### src/rtl/rfa_pkg.sv
// Shared constants for reg_file_arbiter: state encoding and requester indices.
package rfa_pkg;

  localparam logic [1:0] ST_IDLE   = 2'b00;
  localparam logic [1:0] ST_ACCESS = 2'b01;
  localparam logic [1:0] ST_RDWAIT = 2'b10;

  localparam int unsigned REQ_NUM = 2;
  localparam logic        REQ0    = 1'b0;
  localparam logic        REQ1    = 1'b1;

  typedef enum logic [1:0] {
    IDLE   = ST_IDLE,
    ACCESS = ST_ACCESS,
    RDWAIT = ST_RDWAIT
  } state_t;

endpackage

### src/rtl/rr_arb2.sv
// Two-input round-robin winner select with a registered priority pointer.
module rr_arb2
  import rfa_pkg::*;
(
  input  logic               clk,
  input  logic               rst_n,
  input  logic [REQ_NUM-1:0] req,
  input  logic               advance,
  input  logic               owner,
  output logic               winner_c,
  output logic               any_c
);

  logic ptr;

  // Pointer only breaks ties; a lone requester always wins.
  always_comb begin
    any_c    = |req;
    winner_c = REQ0;
    if (req[REQ0] && req[REQ1]) begin
      winner_c = ptr;
    end else if (req[REQ1]) begin
      winner_c = REQ1;
    end
  end

  always_ff @(posedge clk or negedge rst_n) begin
    if (!rst_n) begin
      ptr <= REQ0;
    end else if (advance) begin
      ptr <= ~owner;
    end
  end

endmodule

### src/rtl/reg_file_arbiter.sv
// Round-robin sharing of one single-port register file between two requesters.
// Optional write protection of low addresses against Requester 1: RFA_WRITE_PROTECT_EN.
module reg_file_arbiter
  import rfa_pkg::*;
#(
  parameter int unsigned REG_WIDTH  = 16,
  parameter int unsigned ADDR_WIDTH = 3,
  parameter int unsigned PROT_ADDR  = 2
) (
  input  logic                  CLK,
  input  logic                  RST,
  input  logic                  Req0,
  input  logic                  Req1,
  input  logic                  Wr0,
  input  logic                  Wr1,
  input  logic [ADDR_WIDTH-1:0] Addr0,
  input  logic [ADDR_WIDTH-1:0] Addr1,
  input  logic [REG_WIDTH-1:0]  WData0,
  input  logic [REG_WIDTH-1:0]  WData1,
  output logic                  Gnt0,
  output logic                  Gnt1,
  output logic [REG_WIDTH-1:0]  RData0,
  output logic [REG_WIDTH-1:0]  RData1,
  output logic                  RValid0,
  output logic                  RValid1,
  output logic                  RF_WrEn,
  output logic                  RF_RdEn,
  output logic [ADDR_WIDTH-1:0] RF_Address,
  output logic [REG_WIDTH-1:0]  RF_WrData,
  input  logic [REG_WIDTH-1:0]  RF_RdData
`ifdef RFA_WRITE_PROTECT_EN
  ,
  output logic                  WrErr1
`endif
);

  if (PROT_ADDR > (32'd1 << ADDR_WIDTH)) begin : g_prot_range
    $error("PROT_ADDR exceeds the register address space");
  end

  state_t                  state_q, state_d;
  logic                    owner_q, owner_d;
  logic                    win_c, any_c, advance_c;
  logic                    sel_wr_c;
  logic [ADDR_WIDTH-1:0]   sel_addr_c;
  logic [REG_WIDTH-1:0]    sel_wdata_c;
  logic [REQ_NUM-1:0]      gnt_d, rvalid_d;
  logic                    wr_en_d, rd_en_d;
  logic [ADDR_WIDTH-1:0]   addr_d;
  logic [REG_WIDTH-1:0]    wdata_d, rdata0_d, rdata1_d;
`ifdef RFA_WRITE_PROTECT_EN
  logic                    prot_c, wr_err_d;
  assign prot_c = (win_c == REQ1) && Wr1 && (32'(Addr1) < PROT_ADDR);
`endif

  rr_arb2 u_arb (
    .clk      (CLK),
    .rst_n    (RST),
    .req      ({Req1, Req0}),
    .advance  (advance_c),
    .owner    (owner_q),
    .winner_c (win_c),
    .any_c    (any_c)
  );

  assign advance_c   = (state_q == ACCESS);
  assign sel_wr_c    = (win_c == REQ1) ? Wr1    : Wr0;
  assign sel_addr_c  = (win_c == REQ1) ? Addr1  : Addr0;
  assign sel_wdata_c = (win_c == REQ1) ? WData1 : WData0;

  // Next-state and next-output values; every output below is registered.
  always_comb begin
    state_d  = state_q;
    owner_d  = owner_q;
    gnt_d    = '0;
    rvalid_d = '0;
    wr_en_d  = 1'b0;
    rd_en_d  = 1'b0;
    addr_d   = RF_Address;
    wdata_d  = RF_WrData;
    rdata0_d = RData0;
    rdata1_d = RData1;
`ifdef RFA_WRITE_PROTECT_EN
    wr_err_d = 1'b0;
`endif
    case (state_q)
      IDLE: begin
        if (any_c) begin
          state_d       = ACCESS;
          owner_d       = win_c;
          gnt_d[win_c]  = 1'b1;
          addr_d        = sel_addr_c;
          wdata_d       = sel_wdata_c;
          wr_en_d       = sel_wr_c;
          rd_en_d       = !sel_wr_c;
`ifdef RFA_WRITE_PROTECT_EN
          if (prot_c) begin
            wr_en_d  = 1'b0;
            wr_err_d = 1'b1;
          end
`endif
        end
      end
      ACCESS: begin
        state_d = RF_RdEn ? RDWAIT : IDLE;
      end
      RDWAIT: begin
        state_d           = IDLE;
        rvalid_d[owner_q] = 1'b1;
        if (owner_q == REQ1) begin
          rdata1_d = RF_RdData;
        end else begin
          rdata0_d = RF_RdData;
        end
      end
      default: state_d = IDLE;
    endcase
  end

  always_ff @(posedge CLK or negedge RST) begin
    if (!RST) begin
      state_q    <= IDLE;
      owner_q    <= REQ0;
      Gnt0       <= 1'b0;
      Gnt1       <= 1'b0;
      RValid0    <= 1'b0;
      RValid1    <= 1'b0;
      RData0     <= '0;
      RData1     <= '0;
      RF_WrEn    <= 1'b0;
      RF_RdEn    <= 1'b0;
      RF_Address <= '0;
      RF_WrData  <= '0;
    end else begin
      state_q    <= state_d;
      owner_q    <= owner_d;
      Gnt0       <= gnt_d[REQ0];
      Gnt1       <= gnt_d[REQ1];
      RValid0    <= rvalid_d[REQ0];
      RValid1    <= rvalid_d[REQ1];
      RData0     <= rdata0_d;
      RData1     <= rdata1_d;
      RF_WrEn    <= wr_en_d;
      RF_RdEn    <= rd_en_d;
      RF_Address <= addr_d;
      RF_WrData  <= wdata_d;
    end
  end

`ifdef RFA_WRITE_PROTECT_EN
  always_ff @(posedge CLK or negedge RST) begin
    if (!RST) begin
      WrErr1 <= 1'b0;
    end else begin
      WrErr1 <= wr_err_d;
    end
  end
`endif

endmodule

### config.mk
export PLATFORM = sky130hd
export DESIGN_NAME = reg_file_arbiter
export DESIGN_NICKNAME = d
export VERILOG_FILES = /design/src/rtl/rfa_pkg.sv /design/src/rtl/rr_arb2.sv /design/src/rtl/reg_file_arbiter.sv
export SDC_FILE = /design/constraint.sdc
export NUM_CORES = 1
export LEC_CHECK = 0
export ABC_AREA = 0
export CAP_MARGIN = 20
export CORE_ASPECT_RATIO = 1.25
export CORE_MARGIN = 8
export CORE_UTILIZATION = 44
export DETAILED_ROUTE_END_ITERATION = 10
export PLACE_DENSITY = 0.94
export SKIP_LAST_GASP = 1
export SYNTH_ARGS = -nofsm -noshare
export SYNTH_HDL_FRONTEND = slang
export SYNTH_SLANG_ARGS = --single-unit
### constraint.sdc
create_clock -name CLK -period 3 [get_ports CLK]
set_input_delay 0.75 -clock CLK [delete_from_list [all_inputs] [get_ports CLK]]
set_output_delay 0.75 -clock CLK [all_outputs]
set_load 0.005 [all_outputs]
==> results of run 1 <==
[logic make-up (layout without fill, tap and decap cells)]
family,Yosys count,after routing,synth area share [%]
AOI/OAI and AO/OA,48,48,14.7
muxes,32,32,14.5
buffers and inverters,14,138,4.67
DFF,61,61,61.3
and+or+nand+nor,18,18,4.92
[layer usage]
| layer | routed length [µm] | share of wire, % | GRT usage, % |
|---|---|---|---|
| met2 | 3340 | 48 | 27.0 |
| met1 | 2800 | 41 | 18.1 |
| met4 | 146 | 2.1 | 8.27 |
| met5 | 0 | 0 | 0 |
| met3 | 597 | 8.7 | 6.81 |
[worst paths after layout]
path                             from            end  cells after the start
setup / recovery                 Req1   RF_WrData[1]                      4
hold / removal                    RST     RData0[15]                      1
setup reg to reg           state_q[0]      RData0[0]                      2
hold reg to reg            RData0[14]     RData0[14]                      1
max in group asynchronous         RST  RF_WrData[12]                      2
min in group CLK           RData0[14]     RData0[14]                      1
[per-stage QoR]
step,cells,hold slack [ns],area [µm²]
after detailed placement,345,0.486,3640
final,361,0.485,3880
after CTS,361,0.501,3880
after global routing,361,0.526,3880
after floorplan,173,0.454,2490
after global placement,345,0.477,3640
[layout make-up]
cell class	count	area, µm²	area share [%]
sequential	61	1530	39.3
multi-input combinational	98	848	21.8
timing repair buffer	118	1170	30.1
inverter	4	15.0	0.386
tap	64	80.1	2.06
clock inverter	3	65.1	1.67
clock buffer	13	179	4.61
[where the power goes]
group | leakage (nW) | internal [mW] | switching, mW | total, mW
Combinational | 0.781 | 0.991 | 0.483 | 1.47
Clock | 0.126 | 0.557 | 0.315 | 0.873
Sequential | 0.739 | 1.20 | 0.221 | 1.42
[cells in the final DEF, fill, tap and decap left out]
master / synthesis / layout
a31oi_1: 5 / 5
buf_4: 1 / 2
clkdlybuf4s50_1: 0 / 115
nor2_1: 1 / 1
nor3b_4: 1 / 1
nand3_1: 6 / 6
inv_1: 3 / 3
a21boi_0: 14 / 14
clkinv_2: 0 / 1
nor2_4: 1 / 1
a221o_1: 9 / 9
a21o_1: 1 / 1
or2_4: 1 / 1
a21oi_1: 6 / 6
mux2_1: 1 / 1
o211a_2: 1 / 1
and3_1: 2 / 2
nand3b_2: 1 / 1
a221o_2: 5 / 5
dfrtp_1: 61 / 61
nand2b_1: 2 / 2
nor2b_1: 1 / 1
bufinv_16: 0 / 2
inv_2: 1 / 1
o21ai_0: 7 / 7
mux2_2: 31 / 31
clkbuf_8: 2 / 13
nand2_1: 2 / 2
buf_2: 1 / 1
[critical path, stage by stage]
cell             delay, ns
clkdlybuf4s50_1       0.54
or2_4                 0.40
o211a_2               0.25
a221o_2               0.42
[sequential cells by signal, indices dropped and copies added (netlist names), 2 cells and up]
register / cells
RData0: 16
RData1: 16
RF_WrData: 16
RF_Address: 3
state_q: 2
==> results.tsv, run 1 <==
stage	metric	value	unit
floorplan	Std-Cell Rows	30	
critical_path	R2R setup slack	1.24	ns
critical_path	crit path capture type	register	
clocking	CTS sink cnt	61	
power_and_ir_drop	total power	3.77	mW
synthesis	Cell variety after synth	28	
synthesis	Yosys reg bits	61	
finish	FILL cells	403	
timing	maximum clock rate	466	MHz
synthesis	dominant cell type by area after synthesis	dfrtp_1	
clocking	CTS tree	done	
floorplan	Die W	83.3	µm
clocking	total CTS buffers	9	
timing	clock skew	0.00867	ns
global_route	first-pass GRT wire length	11.0	mm
finish	diode count	0	
clocking	worst skew pair latency	0.34	ns
clocking	Max H-tree Level	3	
synthesis	EDFF count, synth	0	
synthesis	top-count cell post-synth	dfrtp_1	
critical_path	WS Path Type	primary input to register	
power_and_ir_drop	Static Leak	1.65	nW
synthesis	Top FF cell, synth	dfrtp_1	
global_route	initial antenna violation count	0	
timing	Final period util	71.6	%
synthesis	area share of the largest cell type after synthesis	61.3	%
global_route	number of global-route vias before repair	2150	
global_route	largest net degree at the start of global routing	37	
clocking	post-CTS setup buffer count	0	
synthesis	Yosys warnings	0	
route	DRC violations left	0	
placement	RePlAce Congestion	0.802	
clocking	post-CTS sizing	0	
placement	port bufs	116	
floorplan	Die Y-Extent	100	µm
clocking	maximum clock insertion buffer count	2	
timing	Worst-Margin Slew	0.885	ns
synthesis	Post-Syn Area	2490	µm²
clocking	clk root buf	clkbuf_8	
run	maxcap violations	0	
synthesis	Avg Synthesized Cell Area	14.4	µm²
clocking	CTS hold repair buffers	0	
placement	Final HPWL DP	5.18	mm
route	WL final	6.89	mm
synthesis	post-synth net total	233	
floorplan	Initial Util	45.8	%
floorplan	io pins	117	
floorplan	Die Area	8340	µm²
finish	Final #Nets	352	
critical_path	Setup crit start kind	primary input	
synthesis	ranking of synthesized cells by area	dfrtp_1 61%, mux2_2 14%, a21boi_0 4.2%, a221o_1 3.6%, a221o_2 2.3%	
hold_path	Hold Path Class	primary input to asynchronous set/reset pin	
route	initial detailed-routing violation count	45	
global_route	grt ovf	0	
timing	Hold Violations, Final	0	
route	post-route ant nets	0	
critical_path	crit path DAT	2.36	ns
timing	Final Setup Violations	0	
route	WL per Instance	19.1	µm
timing	Slew Limit Fails	0	
finish	final design utilization	71.4	%
critical_path	Crit Path Max Fanout	21	
route	Avg Vias per Cell	5.17	
power_and_ir_drop	Power Dens Cells	970	nW/µm²
status	status	finished, final reports clean	
synthesis	register area share after synthesis	61.3	%
floorplan	CORE AREA	5440	µm²
timing	Slew HR	40.9	%
global_route	GR Util All Layers	16.5	%
power_and_ir_drop	VDD IR max	0.507	mV
synthesis	list of most frequent post-synthesis cells	61 x dfrtp_1, 31 x mux2_2, 14 x a21boi_0	
clocking	Worst-path clk slew	0.07	ns
synthesis	Cells after Synth	173	
route	Vias	1868	
critical_path	Req. time, crit path	3.22	ns
placement	worst slack, placed	0.514	ns
route	DRT Pass-1 Iters	4	
timing	Setup WS post-layout	0.852	ns
timing	Sum Neg Setup Slack	0	ns
finish	Area growth syn-to-layout	56.0	%
timing	unrepaired setup endpoints after global routing	no	
finish	share of cells above drive strength 1	20.5	%
synthesis	asr flop ratio synth	100	%
timing	crit path time final	2.15	ns
No activity file was read; power rests on OpenSTA's default activity.
==> run 2: changes to the inputs <==
CORE_UTILIZATION = 37   (was 44)
PLACE_DENSITY = 0.85   (was 0.94)
clock period = 1.9 ns   (was 3 ns; I/O delays follow)
==> results.tsv, run 2 (synthesized netlist as in run 1, its figures left out) <==
stage	metric	value	unit	change
status	status	finished, final reports clean		unchanged
critical_path	Crit Path Max Fanout	15		was 21
run	maxcap violations	0		unchanged
critical_path	critical path startpoint	Req1		unchanged
global_route	M1 GR Usage	16.7	%	was 18.1%
floorplan	Die Area	9630	µm²	was 8340 µm²
clocking	total CTS buffers	9		unchanged
critical_path	critical path's slowest cell	clkdlybuf4s50_1		unchanged
route	Avg Vias per Cell	4.95		was 5.17
clocking	CTS hold repair buffers	0		unchanged
timing	Final Setup Violations	0		unchanged
finish	post-route cell area	3920	µm²	was 3880 µm²
finish	most frequent cells in the layout	115 x clkdlybuf4s50_1, 61 x dfrtp_1, 31 x mux2_2		unchanged
global_route	GR Util All Layers	15.4	%	was 16.5%
power_and_ir_drop	Switch Pwr	1.60	mW	was 1.02 mW
clocking	Max H-tree Level	3		unchanged
timing	Hold Violations, Final	0		unchanged
finish	biggest regs	RData0: 16 flops, RData1: 16 flops, RF_WrData: 16 flops		unchanged
critical_path	crit path DAT	1.97	ns	was 2.36 ns
floorplan	Initial Util	38.2	%	was 45.8%
power_and_ir_drop	Clk network pwr share	17.4	%	was 23.2%
hold_path	Hold Path Class	primary input to asynchronous set/reset pin		unchanged
route	post-route ant nets	0		unchanged
critical_path	slowest stage delay, CP	0.60	ns	was 0.54 ns
critical_path	Reg2Reg Depth	2		unchanged
critical_path	crit path capture type	register		unchanged
timing	Slew HR	67.9	%	was 40.9%
clocking	post-CTS setup buffer count	0		unchanged
timing	maximum clock rate	569	MHz	
power_and_ir_drop	part of the power in registers	39.9	%	was 37.7%
route	DRT Pass-1 Iters	5		was 4
power_and_ir_drop	Pint	4.02	mW	was 2.75 mW
placement	RePlAce Congestion	0.778		was 0.802
clocking	Worst-path clk slew	0.07	ns	about the same
global_route	initial antenna violation count	0		unchanged
floorplan	io pins	117		unchanged
power_and_ir_drop	VDD IR max	0.608	mV	was 0.507 mV
clocking	CTS tree	done		unchanged
placement	port bufs	116		unchanged
floorplan	CORE AREA	6520	µm²	was 5440 µm²
power_and_ir_drop	total power	5.62	mW	was 3.77 mW
power_and_ir_drop	Logic pwr share	42.7	%	was 39.1%
route	Vias	1935		was 1868
global_route	met2 GRT Util	26.3	%	was 27.0%
critical_path	worst r2r dst	RData1[7]		was RData0[0]
critical_path	CP Capture Point	RF_WrData[1]		unchanged
timing	Final period util	92.5	%	
timing	Slew Limit Fails	0		unchanged
finish	commonest non-fill, non-tap cell in the layout	clkdlybuf4s50_1		unchanged
route	WL final	7.08	mm	was 6.89 mm
timing	clock skew	0.00566	ns	was 0.00867 ns
timing	Worst-Margin Slew	0.479	ns	was 0.885 ns
route	DRC violations left	0		unchanged
critical_path	Setup crit start kind	primary input		unchanged
global_route	first-pass GRT wire length	11.3	mm	was 11.0 mm
finish	Area growth syn-to-layout	57.4	%	was 56.0%
placement	Final HPWL DP	5.45	mm	was 5.18 mm
critical_path	R2R setup slack	0.38	ns	was 1.24 ns
floorplan	Die Y-Extent	108	µm	was 100 µm
clocking	worst skew pair latency	0.33	ns	was 0.34 ns
critical_path	Req. time, crit path	2.11	ns	was 3.22 ns
critical_path	crit-path cells	clkdlybuf4s50_1, inv_1, o211a_2, a221o_2		was clkdlybuf4s50_1, or2_4, o211a_2, a221o_2
power_and_ir_drop	Static Leak	1.65	nW	about the same
power_and_ir_drop	sw frac	28.5	%	was 27.0%
finish	diode count	0		unchanged
clocking	maximum clock insertion buffer count	2		unchanged
floorplan	Die W	89.4	µm	was 83.3 µm
timing	crit path time final	1.76	ns	
critical_path	WS Path Type	primary input to register		unchanged
power_and_ir_drop	Power Dens Cells	1430	nW/µm²	was 970 nW/µm²
clocking	CTS sink cnt	61		unchanged
global_route	grt ovf	0		unchanged
global_route	met3 usage	6.04	%	was 6.81%
timing	unrepaired setup endpoints after global routing	no		unchanged
global_route	largest net degree at the start of global routing	46		was 37
placement	Placed Area	3750	µm²	was 3640 µm²
global_route	grt peak-use layer	met2		unchanged
clocking	clk root buf	clkbuf_8		unchanged
finish	share of cells above drive strength 1	22.0	%	was 20.5%
route	WL per Instance	18.1	µm	was 19.1 µm
floorplan	Std-Cell Rows	33		was 30
finish	Final #Nets	360		was 352
critical_path	worst r2r src	state_q[0]		unchanged
clocking	post-CTS sizing	0		unchanged
global_route	number of global-route vias before repair	2199		was 2150
route	initial detailed-routing violation count	51		was 45
==> run 2: cell count changes in the layout (fill, tap and decap cells not counted), sizes merged <==
cell	before	now
buf	3	11
bufinv	2	0
clkbuf	13	11
clkinvlp	0	2
clkinv	1	2
==> run 2: power by group through the flow <==
stage	clock (mW)	sequential (mW)	combinational [mW]
2_1_floorplan	0	2.26	0.870
3_3_place_gp	0	2.24	2.38
3_5_place_dp	0	2.25	2.45
4_1_cts	1.01	2.25	2.45
5_1_grt	1.07	2.32	2.59
6_report	0.978	2.24	2.40
==> run 2: worst min-delay path by stage <==
stage / slack (ns) / endpoint / from
finish: 0.07 / RData1[14] / RST
floorplan: 0.18 / Gnt0 / RST
global route: 0.08 / RData0[2] / RST
CTS: 0.07 / RData1[14] / RST
detailed placement: 0.43 / RData0[14] / RST
global placement: 0.42 / RData1[14] / RST
==> run 2: metal layers <==
layer | share of wire (%) | up-vias | wire, µm
met5 | 0 | - | 0
met4 | 1.3 | 0 | 89
met3 | 7.8 | 10 | 555
met2 | 52 | 82 | 3660
met1 | 39 | 944 | 2780
li1 | - | 899 | -
==> run 2: final cells by class <==
class | instances | area (µm²)
fillers | 569 | 2600
well taps | 87 | 109
repair buffers | 126 | 1260
inverters | 4 | 15.0
clock buffers | 11 | 141
multi-input cells | 98 | 848
flip-flops and latches | 61 | 1530
clock inverters | 4 | 25.0
==> run 2: metrics by stage <==
stage	TNS [ns]	hold slack [ns]	worst slack [ns]	std cells	util (%)
floorplan	0	0.179	0.332	173	-
global placement	-1.71	0.416	-0.144	376	57.6
detailed placement	-2.92	0.427	-0.210	376	57.6
CTS	0	0.0665	0.143	391	60.1
global route	0	0.0831	0.0860	391	60.1
finish	0	0.0692	0.143	391	60.1
==> run 2: worst max-delay path, delay by kind of cell <==
kind	cells	cell delay [ns]
AOI/OAI and AO/OA	2	0.81
buffers and inverters	2	0.69
==> run 3: changes to the inputs <==
--- a/config.mk
+++ b/config.mk
@@ -14,2 +14,3 @@
 export PLACE_DENSITY = 0.85
+export RECOVER_POWER = 100
 export SKIP_LAST_GASP = 1
--- a/constraint.sdc
+++ b/constraint.sdc
@@ -3,2 +3,2 @@
 set_output_delay 0.475 -clock CLK [all_outputs]
-set_load 0.005 [all_outputs]
+set_load 0.02 [all_outputs]
==> results.tsv, run 3 (synthesized netlist as in run 1, its figures left out) <==
stage	metric	value	unit	change
status	status	finished, final reports clean		unchanged
critical_path	Crit Path Max Fanout	2		was 15
placement	worst slack, placed	-0.210	ns	unchanged
finish	share of cells above drive strength 1	21.1	%	was 22.0%
clocking	clk root buf	clkbuf_8		unchanged
finish	biggest regs	RData0: 16 flops, RData1: 16 flops, RF_WrData: 16 flops		unchanged
route	Vias	1926		was 1935
clocking	CTS hold repair buffers	0		unchanged
clocking	maximum clock insertion buffer count	2		unchanged
clocking	post-CTS setup buffer count	0		unchanged
timing	Worst-Margin Slew	0.885	ns	was 0.479 ns
floorplan	Std-Cell Rows	33		unchanged
finish	final design utilization	59.6	%	was 60.1%
route	post-route ant nets	0		unchanged
clocking	Max H-tree Level	3		unchanged
timing	Slew HR	41.0	%	was 67.9%
route	initial detailed-routing violation count	40		was 51
critical_path	worst r2r dst	RData0[9]		was RData1[7]
timing	Hold Violations, Final	0		unchanged
route	DRT Pass-1 Iters	3		was 5
placement	port bufs	116		unchanged
floorplan	Initial Util	38.2	%	unchanged
timing	unrepaired setup endpoints after global routing	no		unchanged
power_and_ir_drop	sw frac	36.1	%	was 28.5%
global_route	initial antenna violation count	0		unchanged
global_route	GR Util All Layers	15.4	%	unchanged
critical_path	crit path DAT	1.36	ns	was 1.97 ns
power_and_ir_drop	Pint	3.96	mW	was 4.02 mW
timing	Slew Limit Fails	0		unchanged
critical_path	Setup crit start kind	register		was primary input
global_route	first-pass GRT wire length	11.3	mm	unchanged
run	maxcap violations	0		unchanged
power_and_ir_drop	Static Leak	1.65	nW	about the same
hold_path	Hold Path Class	primary input to asynchronous set/reset pin		unchanged
critical_path	Top Family by Delay on Critical Path	buffers and inverters		was compound AO/OA/AOI/OAI gates
timing	maximum clock rate	546	MHz	was 569 MHz
power_and_ir_drop	VDD IR max	0.719	mV	was 0.608 mV
clocking	Worst-path clk slew	0.07	ns	about the same
global_route	grt ovf	0		unchanged
timing	Sum Neg Setup Slack	0	ns	unchanged
clocking	CTS tree	done		unchanged
placement	Placed Area	3750	µm²	unchanged
floorplan	Die Area	9630	µm²	unchanged
critical_path	crit-path cells	dlygate4sd3_1		was clkdlybuf4s50_1, inv_1, o211a_2, a221o_2
clocking	worst skew pair latency	0.33	ns	about the same
placement	RePlAce Congestion	0.778		unchanged
power_and_ir_drop	part of the power in registers	35.9	%	was 39.9%
route	WL per Instance	18.0	µm	was 18.1 µm
floorplan	Die W	89.4	µm	unchanged
finish	Area growth syn-to-layout	56.2	%	was 57.4%
placement	Placed Cells incl. Taps	376		unchanged
global_route	largest net degree at the start of global routing	46		unchanged
critical_path	Crit path buffers/inverters	1		was 2
route	DRC violations left	0		unchanged
floorplan	Die Y-Extent	108	µm	unchanged
critical_path	crit path capture type	primary output		was register
clocking	total CTS buffers	9		unchanged
clocking	CTS sink cnt	61		unchanged
timing	clock skew	0.00495	ns	was 0.00566 ns
finish	post-route cell area	3890	µm²	was 3920 µm²
floorplan	CORE AREA	6520	µm²	unchanged
critical_path	R2R setup slack	0.30	ns	was 0.38 ns
timing	Final period util	96.4	%	was 92.5%
critical_path	critical path's slowest cell	dlygate4sd3_1		was clkdlybuf4s50_1
power_and_ir_drop	Power Dens Cells	1590	nW/µm²	was 1430 nW/µm²
critical_path	worst r2r src	state_q[1]		was state_q[0]
floorplan	io pins	117		unchanged
power_and_ir_drop	Logic pwr share	48.4	%	was 42.7%
critical_path	slowest stage delay, CP	0.66	ns	was 0.60 ns
power_and_ir_drop	Clk network pwr share	15.7	%	was 17.4%
route	Avg Vias per Cell	4.93		was 4.95
finish	post-route insts no fill	391		unchanged
critical_path	WS Path Type	register to primary output		was primary input to register
critical_path	Reg2Reg Depth	3		was 2
finish	most frequent cells in the layout	99 x clkdlybuf4s50_1, 61 x dfrtp_1, 31 x mux2_2		was 115 x clkdlybuf4s50_1, 61 x dfrtp_1, 31 x mux2_2
finish	Final #Nets	360		unchanged
timing	Setup WS post-layout	0.0690	ns	was 0.143 ns
global_route	number of global-route vias before repair	2199		unchanged
power_and_ir_drop	total power	6.20	mW	was 5.62 mW
finish	commonest non-fill, non-tap cell in the layout	clkdlybuf4s50_1		unchanged
route	WL final	7.06	mm	was 7.08 mm
timing	Min Hold Slack	0.241	ns	was 0.0692 ns
placement	Final HPWL DP	5.45	mm	unchanged
clocking	post-CTS sizing	0		unchanged
timing	crit path time final	1.83	ns	was 1.76 ns
power_and_ir_drop	Switch Pwr	2.24	mW	was 1.60 mW
critical_path	Req. time, crit path	1.42	ns	was 2.11 ns
timing	Final Setup Violations	0		unchanged
finish	diode count	0		unchanged
## run 3: worst max-delay path by stage
stage	from	to	slack, ns	cells past startpoint
floorplan	Req1	RF_WrData[10]	0.33	5
CTS	RF_WrData[10]	RF_WrData[10]	0.08	1
finish	RData1[0]	RData1[0]	0.07	1
global placement	Req1	RF_WrData[15]	-0.14	4
detailed placement	Req1	RF_WrData[1]	-0.21	4
global route	RData0[2]	RData0[2]	0.03	1
## run 3: power by group through the flow
stage	Sequential (mW)	Clock, mW	Combinational, mW
finish	2.22	0.973	3.00
global route	2.31	1.07	3.19
CTS	2.25	1.01	3.12
detailed placement	2.25	0	3.12
global placement	2.24	0	3.05
floorplan	2.92	0	0.867
## run 3: area by class of cell
cell class / instances / area [µm²]
Clock buffer: 11 / 141
Clock inverter: 4 / 25.0
Fill cell: 576 / 2630
Inverter: 4 / 15.0
Multi-Input combinational cell: 98 / 835
Sequential cell: 61 / 1530
Tap cell: 87 / 109
Timing Repair Buffer: 126 / 1240
## run 3: per-layer routing
metal,vias to the layer above,part of all wire [%],global-route usage [%]
met1,935,39,16.7
met5,-,0,0
met2,79,52,26.3
li1,902,-,-
met4,0,1.3,5.24
met3,10,7.8,6.04
